`src/rtl/scr_pkg.sv`:
```
// Shared definitions for the 802.11a scrambler frame sequencer.
// Build option: SCRSEQ_AUTO_SEED_EN selects the internal rotating seed.
package scr_pkg;

    typedef enum logic [2:0] {
        ST_IDLE    = 3'd0,
        ST_INIT    = 3'd1,
        ST_SERVICE = 3'd2,
        ST_DATA    = 3'd3,
        ST_TAIL    = 3'd4,
        ST_PAD     = 3'd5,
        ST_FLUSH   = 3'd6
    } state_e;

    localparam int SERVICE_BITS = 16;
    localparam int TAIL_BITS    = 6;

    // An all-zero scrambler state would lock up, so a zero seed is replaced.
    localparam logic [6:0] SEED_ZERO_SUB = 7'h7F;
    localparam logic [6:0] AUTO_SEED_RST = 7'h5D;

    // One step of the x^7+x^4+1 seed generator.
    function automatic logic [6:0] lfsr_step(input logic [6:0] s);
        return {s[5:0], s[6] ^ s[3]};
    endfunction

endpackage

```
`src/rtl/scrambler_seq_psdu_serializer.sv`:
```
// Byte-to-bit serializer for the PSDU field: one-byte shift buffer, bit and
// byte bookkeeping, and the MAC-side ready. A byte arriving while the buffer
// is empty is emitted through the bypass in the same cycle, and a byte taken
// while the last buffered bit goes out refills the buffer, so a MAC that
// keeps byte_valid high sees a gapless bit stream.
module psdu_serializer
    import scr_pkg::*;
#(
    parameter int LEN_W = 12
) (
    input  logic             clk_i,
    input  logic             rst_ni,
    input  logic             load_i,
    input  logic [LEN_W-1:0] len_i,
    input  logic             active_i,
    input  logic [7:0]       byte_data_i,
    input  logic             byte_valid_i,
    output logic             byte_ready_o,
    output logic             bit_o,
    output logic             bit_valid_o,
    output logic             last_o
);

    logic [7:0]       shift_q, shift_d;
    logic [3:0]       bits_left_q, bits_left_d;
    logic [LEN_W-1:0] rem_q, rem_d;
    logic             accept;

    assign byte_ready_o = active_i && (rem_q != '0) && (bits_left_q <= 4'd1);
    assign accept       = byte_ready_o && byte_valid_i;
    assign bit_valid_o  = active_i && ((bits_left_q != 4'd0) || accept);
    assign bit_o        = (bits_left_q != 4'd0) ? shift_q[0] : byte_data_i[0];
    assign last_o       = active_i && (bits_left_q == 4'd1) && (rem_q == '0);

    // Next buffer state: frame load, byte load (bypass or refill), or shift.
    always_comb begin
        shift_d     = shift_q;
        bits_left_d = bits_left_q;
        rem_d       = rem_q;
        if (load_i) begin
            shift_d     = 8'd0;
            bits_left_d = 4'd0;
            rem_d       = len_i;
        end else if (accept) begin
            rem_d = rem_q - LEN_W'(1);
            if (bits_left_q == 4'd0) begin
                shift_d     = {1'b0, byte_data_i[7:1]};
                bits_left_d = 4'd7;
            end else begin
                shift_d     = byte_data_i;
                bits_left_d = 4'd8;
            end
        end else if (active_i && (bits_left_q != 4'd0)) begin
            shift_d     = {1'b0, shift_q[7:1]};
            bits_left_d = bits_left_q - 4'd1;
        end
    end

    // Buffer registers.
    always_ff @(posedge clk_i or negedge rst_ni) begin
        if (!rst_ni) begin
            shift_q     <= 8'd0;
            bits_left_q <= 4'd0;
            rem_q       <= '0;
        end else begin
            shift_q     <= shift_d;
            bits_left_q <= bits_left_d;
            rem_q       <= rem_d;
        end
    end

endmodule

```
`src/rtl/scrambler_seq.sv`:
```
// 802.11a scrambler frame sequencer: SERVICE, PSDU, tail and pad bits
// streamed serially into an external scrambler, one bit per cycle.
// Build option: SCRSEQ_AUTO_SEED_EN ignores the seed port and uses an
// internal seed that advances once per completed frame.
module scrambler_seq
    import scr_pkg::*;
#(
    parameter int LEN_W   = 12,
    parameter int NDBPS_W = 8
) (
    input  logic               clock,
    input  logic               reset_n,
    input  logic               start,
    input  logic [LEN_W-1:0]   psdu_len,
    input  logic [NDBPS_W-1:0] ndbps,
    input  logic [6:0]         seed,
    input  logic [7:0]         byte_data,
    input  logic               byte_valid,
    output logic               byte_ready,
    output logic               scr_reset,
    output logic [6:0]         scr_init,
    output logic               scr_din,
    output logic               scr_din_valid,
    output logic               tail_zero,
    output logic               busy,
    output logic               done
);

    localparam logic [4:0] SERVICE_LAST = 5'(SERVICE_BITS - 1);
    localparam logic [4:0] TAIL_LAST    = 5'(TAIL_BITS - 1);

    state_e             state_q;
    logic [4:0]         cnt_q;
    logic [NDBPS_W-1:0] sym_cnt_q;
    logic [NDBPS_W-1:0] ndbps_q;
    logic               len_zero_q;
    logic               tail_zero_q;
    logic [6:0]         scr_init_q;
    logic [6:0]         seed_eff;
    logic               start_acc;
    logic               ser_bit;
    logic               ser_valid;
    logic               ser_last;
    logic               bit_valid;
    logic [NDBPS_W-1:0] sym_inc;
    logic [NDBPS_W-1:0] sym_next;

    assign start_acc = (state_q == ST_IDLE) && start;

`ifdef SCRSEQ_AUTO_SEED_EN
    logic [6:0] auto_seed_q;

    // Rotating seed: consumed at frame start, advanced when a frame completes.
    always_ff @(posedge clock or negedge reset_n) begin
        if (!reset_n) begin
            auto_seed_q <= AUTO_SEED_RST;
        end else if (state_q == ST_FLUSH) begin
            auto_seed_q <= lfsr_step(auto_seed_q);
        end
    end

    assign seed_eff = auto_seed_q;
`else
    assign seed_eff = (seed == 7'd0) ? SEED_ZERO_SUB : seed;
`endif

    psdu_serializer #(
        .LEN_W (LEN_W)
    ) u_ser (
        .clk_i        (clock),
        .rst_ni       (reset_n),
        .load_i       (start_acc),
        .len_i        (psdu_len),
        .active_i     (state_q == ST_DATA),
        .byte_data_i  (byte_data),
        .byte_valid_i (byte_valid),
        .byte_ready_o (byte_ready),
        .bit_o        (ser_bit),
        .bit_valid_o  (ser_valid),
        .last_o       (ser_last)
    );

    // Bit validity per state; only DATA can stall.
    always_comb begin
        bit_valid = 1'b0;
        case (state_q)
            ST_SERVICE, ST_TAIL, ST_PAD: bit_valid = 1'b1;
            ST_DATA:                     bit_valid = ser_valid;
            default:                     bit_valid = 1'b0;
        endcase
    end

    // Symbol position after the current bit; ndbps of zero disables padding.
    assign sym_inc  = sym_cnt_q + NDBPS_W'(1);
    assign sym_next = ((ndbps_q == '0) || (sym_inc == ndbps_q)) ? '0 : sym_inc;

    // Frame FSM with its counters and latched frame parameters.
    always_ff @(posedge clock or negedge reset_n) begin
        if (!reset_n) begin
            state_q     <= ST_IDLE;
            cnt_q       <= 5'd0;
            sym_cnt_q   <= '0;
            ndbps_q     <= '0;
            len_zero_q  <= 1'b0;
            tail_zero_q <= 1'b0;
            scr_init_q  <= SEED_ZERO_SUB;
        end else begin
            tail_zero_q <= (state_q == ST_TAIL);
            if (bit_valid) begin
                sym_cnt_q <= sym_next;
            end
            case (state_q)
                ST_IDLE: begin
                    if (start) begin
                        ndbps_q    <= ndbps;
                        len_zero_q <= (psdu_len == '0);
                        scr_init_q <= seed_eff;
                        sym_cnt_q  <= '0;
                        cnt_q      <= 5'd0;
                        state_q    <= ST_INIT;
                    end
                end
                ST_INIT: begin
                    cnt_q   <= 5'd0;
                    state_q <= ST_SERVICE;
                end
                ST_SERVICE: begin
                    if (cnt_q == SERVICE_LAST) begin
                        cnt_q   <= 5'd0;
                        state_q <= len_zero_q ? ST_TAIL : ST_DATA;
                    end else begin
                        cnt_q <= cnt_q + 5'd1;
                    end
                end
                ST_DATA: begin
                    if (ser_last) begin
                        cnt_q   <= 5'd0;
                        state_q <= ST_TAIL;
                    end
                end
                ST_TAIL: begin
                    if (cnt_q == TAIL_LAST) begin
                        cnt_q   <= 5'd0;
                        state_q <= (sym_next == '0) ? ST_FLUSH : ST_PAD;
                    end else begin
                        cnt_q <= cnt_q + 5'd1;
                    end
                end
                ST_PAD: begin
                    if (sym_next == '0) begin
                        state_q <= ST_FLUSH;
                    end
                end
                ST_FLUSH: begin
                    state_q <= ST_IDLE;
                end
                default: begin
                    state_q <= ST_IDLE;
                end
            endcase
        end
    end

    assign scr_reset     = (state_q == ST_INIT);
    assign scr_init      = scr_init_q;
    assign scr_din       = (state_q == ST_DATA) && ser_valid && ser_bit;
    assign scr_din_valid = bit_valid;
    assign tail_zero     = tail_zero_q;
    assign busy          = (state_q != ST_IDLE);
    assign done          = (state_q == ST_FLUSH);

endmodule

```
`config.mk`:
```
export PLATFORM = sky130hd
export DESIGN_NAME = scrambler_seq
export DESIGN_NICKNAME = d
export VERILOG_FILES = /design/src/rtl/scr_pkg.sv /design/src/rtl/scrambler_seq_psdu_serializer.sv /design/src/rtl/scrambler_seq.sv
export SDC_FILE = /design/constraint.sdc
export NUM_CORES = 1
export LEC_CHECK = 0
export CAP_MARGIN = 40
export CORE_ASPECT_RATIO = 0.5
export CORE_MARGIN = 3
export CORE_UTILIZATION = 50
export CTS_BUF_LIST = sky130_fd_sc_hd__clkbuf_8
export CTS_CLUSTER_SIZE = 14
export DETAILED_ROUTE_END_ITERATION = 10
export GPL_TIMING_DRIVEN = 0
export PLACE_DENSITY = 0.84
export SLEW_MARGIN = 20
export SYNTH_ARGS = -nofsm -noshare
export SYNTH_HDL_FRONTEND = slang
export SYNTH_SLANG_ARGS = --single-unit
```
`constraint.sdc`:
```
create_clock -name clock -period 7.4 [get_ports clock]
set_clock_uncertainty 0.15 [all_clocks]
set_input_delay 1.48 -clock clock [delete_from_list [all_inputs] [get_ports clock]]
set_output_delay 1.48 -clock clock [all_outputs]
set_load 0.03 [all_outputs]
```
==> results.sh <==
export IMPL_synthSimpleGateAreaFrac_pct=25.3
export IMPL_synth_top_family_by_area="simple AND/OR/NAND/NOR gates"
export IMPL_fmax_ghz=0.185
export IMPL_ys_warn_count=0
export IMPL_area_growth_pct=24.2
export IMPL_multiInputGateArea_sq_um=1810
export IMPL_worstSetupEndpointType="output pin"
export IMPL_fin_crit_ns=5.41
export IMPL_initial_core_util_pct=53.7
export IMPL_regArea_sq_um=1440
export IMPL_fillerInstances=528
export IMPL_drtAntennaViolNets=0
export IMPL_antenna_found_initial=0
export IMPL_power_leakage_nw=1.75
export IMPL_place_detailed_hpwl_microns=5980
export IMPL_setup_viol=0
export IMPL_synth_compound_area_share_pct=19.2
export IMPL_cp_common_cell="clkdlybuf4s50_1"
export IMPL_fin_ws_ns=1.99
export IMPL_p_per_area_nw_per_um2=155
export IMPL_yosysMostFrequentCell="nand2_1"
export IMPL_synth_area_per_cell_sq_um=9.02
export IMPL_synth_common_cells="nand2_1 (65), dfrtp_1 (50), o21ai_0 (27)"
export IMPL_slowest_delay_ns=0.66
export IMPL_die_h_microns=64.3
export IMPL_startpoint_type="input pin"
export IMPL_p_int_uw=509
export IMPL_grt_usage_pct=23.2
export IMPL_fin_nets=488
export IMPL_synthMuxAreaShare_pct=0.331
export IMPL_comb_power_share_pct=6.0
export IMPL_synth_cell_types=65
export IMPL_clk_path_buf_depth=2
export IMPL_syn_inst=377
export IMPL_seqPwrFrac_pct=49.1
export IMPL_clk_pin_slew_worst_paths_ns=0.06
export IMPL_hold_path_class="reg2reg"
export IMPL_grt_setup_unrepaired="false"
export IMPL_synthAdderAreaFrac_pct=3.60
export IMPL_maxCapViolCount=0
export IMPL_netlist_area_sq_um=3400
export IMPL_yosysSeqAreaShare_pct=42.2
export IMPL_die_w_microns=123
export IMPL_num_rows=20
export IMPL_max_slew_margin_pct=52.6
export IMPL_design_core_area_sq_um=6330
export IMPL_path_delay_family="buffers and inverters"
export IMPL_outcome="finished clean"
export IMPL_diodes=0
export IMPL_power_share_clock_pct=44.9
export IMPL_grt_pass1_wl_microns=14400
export IMPL_worstPathRequired_ns=5.77
export IMPL_vias=3174
export IMPL_synthesis_nets=425
export IMPL_sw_frac_of_total_pct=22.1
export IMPL_cts_sinks=57
export IMPL_slowest_stage="clkdlybuf4s50_1"
export IMPL_pre_cts_ws_ns=2.04
export IMPL_report_final_slew_viol_count=0
export IMPL_synth_edf_count=0
export IMPL_ys_flop_type="dfrtp_1"
export IMPL_critPathArrivalTime_ns=3.78
export IMPL_synth_top_cell_by_area="dfrtp_1"
export IMPL_grt_pass1_vias=3023
export IMPL_ir_worst_vdd_uv=108
export IMPL_post_drt_wl_per_cell_microns=15.8
export IMPL_cts_tree="built"
export IMPL_hold_viol=0
export IMPL_synthTopCellsByArea="dfrtp_1 (37%), nand2_1 (7.2%), dfstp_2 (5.4%)"
export IMPL_drt_total_wl_microns=8390
export IMPL_worst_path_buf_inv=4
export IMPL_drt_initial_drc_count=349
export IMPL_cts_setup_buffers=0
export IMPL_layout_drive_gt1_share_pct=11.0
export IMPL_timing_final_crit_share_pct=73.1
export IMPL_die_area_sq_um=7890
export IMPL_portBuffers=52
export IMPL_finalSetupTns_ns=0
export IMPL_ys_async_sr_fraction_pct=100
export IMPL_clkLatencyLatePin_ns=0.35
export IMPL_cts_resized=0
export IMPL_post_route_drc_count=0
export IMPL_worst_slew_pin_slew_ns=0.711
export IMPL_grt_max_degree=58
export IMPL_synth_xor_area_share_pct=4.78
export IMPL_cts_root_buffer="clkbuf_8"
export IMPL_cts_made_buffers=9
export IMPL_cts_htree_levels=3
export IMPL_grt_ovfl_total=0
export IMPL_place_congestion=0.894
export IMPL_path_cells="clkdlybuf4s50_1, inv_1, nor3_2, buf_2, a32o_1, clkdlybuf4s50_1"
export IMPL_ys_ff_latch=57
export IMPL_drt_first_pass_iters=6
export IMPL_holdBufCountCts=0
export IMPL_fin_util_pct=66.7
export IMPL_power_switching_uw=145
export IMPL_crit_type="in2out"
export IMPL_vias_per_cell=5.97
export IMPL_ios=53
export IMPL_critPathMaxFanout=10
export IMPL_synth_top_area_share_pct=36.8
final timing paths:
check | startpoint | to | slack [ns] | cells after the start
worst max-delay path | byte_valid | scr_din | 1.99 | 6
worst min-delay path | ndbps_q[0]$_DFFE_PN0P_ | ndbps_q[0]$_DFFE_PN0P_ | 0.37 | 2
worst max register to register | sym_cnt_q[1]$_DFF_PN0_ | sym_cnt_q[3]$_DFF_PN0_ | 4.64 | 8
worst min register to register | ndbps_q[0]$_DFFE_PN0P_ | ndbps_q[0]$_DFFE_PN0P_ | 0.37 | 2
max in group asynchronous | reset_n | sym_cnt_q[1]$_DFF_PN0_ | 5.59 | 1
min in group asynchronous | reset_n | u_ser.shift_q[3]$_DFFE_PN0P_ | 1.03 | 1
cells by family (layout without fill, tap and decap cells):
kind of cell               after synthesis  in the layout
DFF                                     57             57
xor gates and xnor gates                17             17
and+or+nand+nor                        160            160
muxes                                    1              1
AOI/OAI and AO/OA                       95             95
buffers and inverters                   37            104
adders and majority gates               10             10
layer usage:
metal | GRT usage [%] | vias up | routed length (microns)
li1 | - | 1506 | -
met1 | 31.2 | 1518 | 3730
met2 | 35.3 | 134 | 3820
met3 | 7.87 | 16 | 699
met4 | 7.39 | 0 | 144
met5 | 0 | - | 0
registers in the layout, summed over array words and instances (netlist names):
register / cells
u_ser.bits_left_q: 4
u_ser.rem_q: 12
tail_zero: 1
ndbps_q: 8
scr_init: 7
cnt_q: 5
state_q: 3
len_zero_q: 1
u_ser.shift_q: 8
sym_cnt_q: 8
per-stage QoR:
stage | hold WS, ns | instances | total power, mW | instance area (sq um)
6_report | 0.373 | 532 | 0.653 | 4230
5_1_grt | 0.396 | 532 | 0.677 | 4230
4_1_cts | 0.372 | 532 | 0.657 | 4230
3_5_place_dp | 0.359 | 517 | 0.365 | 4030
3_3_place_gp | 0.339 | 517 | 0.365 | 4030
2_1_floorplan | 0.317 | 377 | 0.334 | 3400
power groups by stage:
stage / clock (mW) / sequential (mW) / combinational, mW
2_1_floorplan: 0 / 0.325 / 0.00916
3_3_place_gp: 0 / 0.326 / 0.0391
3_5_place_dp: 0 / 0.326 / 0.0395
4_1_cts: 0.297 / 0.320 / 0.0398
5_1_grt: 0.313 / 0.321 / 0.0434
6_report: 0.293 / 0.320 / 0.0394
cell usage in the layout, fill, tap and decap left out, types with 4 or more instances in the layout:
cell type         n
nand2b_1          6
clkbuf_8         11
or4_1             5
xnor2_1           7
nor2_1           18
nand3_1          14
nor3_1            9
o22a_1            7
clkdlybuf4s50_1  51
xor2_1            9
o21ai_0          27
a21oi_1          11
o211ai_1          4
or3_1             5
dfrtp_1          50
inv_1            16
a221oi_1          7
nand2_1          65
ha_1              9
buf_2             7
a31oi_1          11
nor4_1            6
clkbuf_1         12
dfstp_2           7
area by class of cell:
class / count / share of cell area (%)
clock buffers: 11 / 3.58
multi-input cells: 283 / 42.8
clock inverters: 4 / 1.04
repair buffers: 52 / 12.3
well taps: 88 / 2.61
plain buffers: 21 / 2.28
flip-flops and latches: 57 / 34.0
inverters: 16 / 1.42
worst register-to-register path, stage by stage (launching register included):
cell,delay [ns]
dfrtp_1,0.46
ha_1,0.18
clkbuf_1,0.31
inv_1,0.10
nor2_2,0.20
xnor3_1,0.24
or4b_4,0.57
nor3_4,0.29
nor4b_1,0.11
No activity file was read; power rests on OpenSTA's default activity.
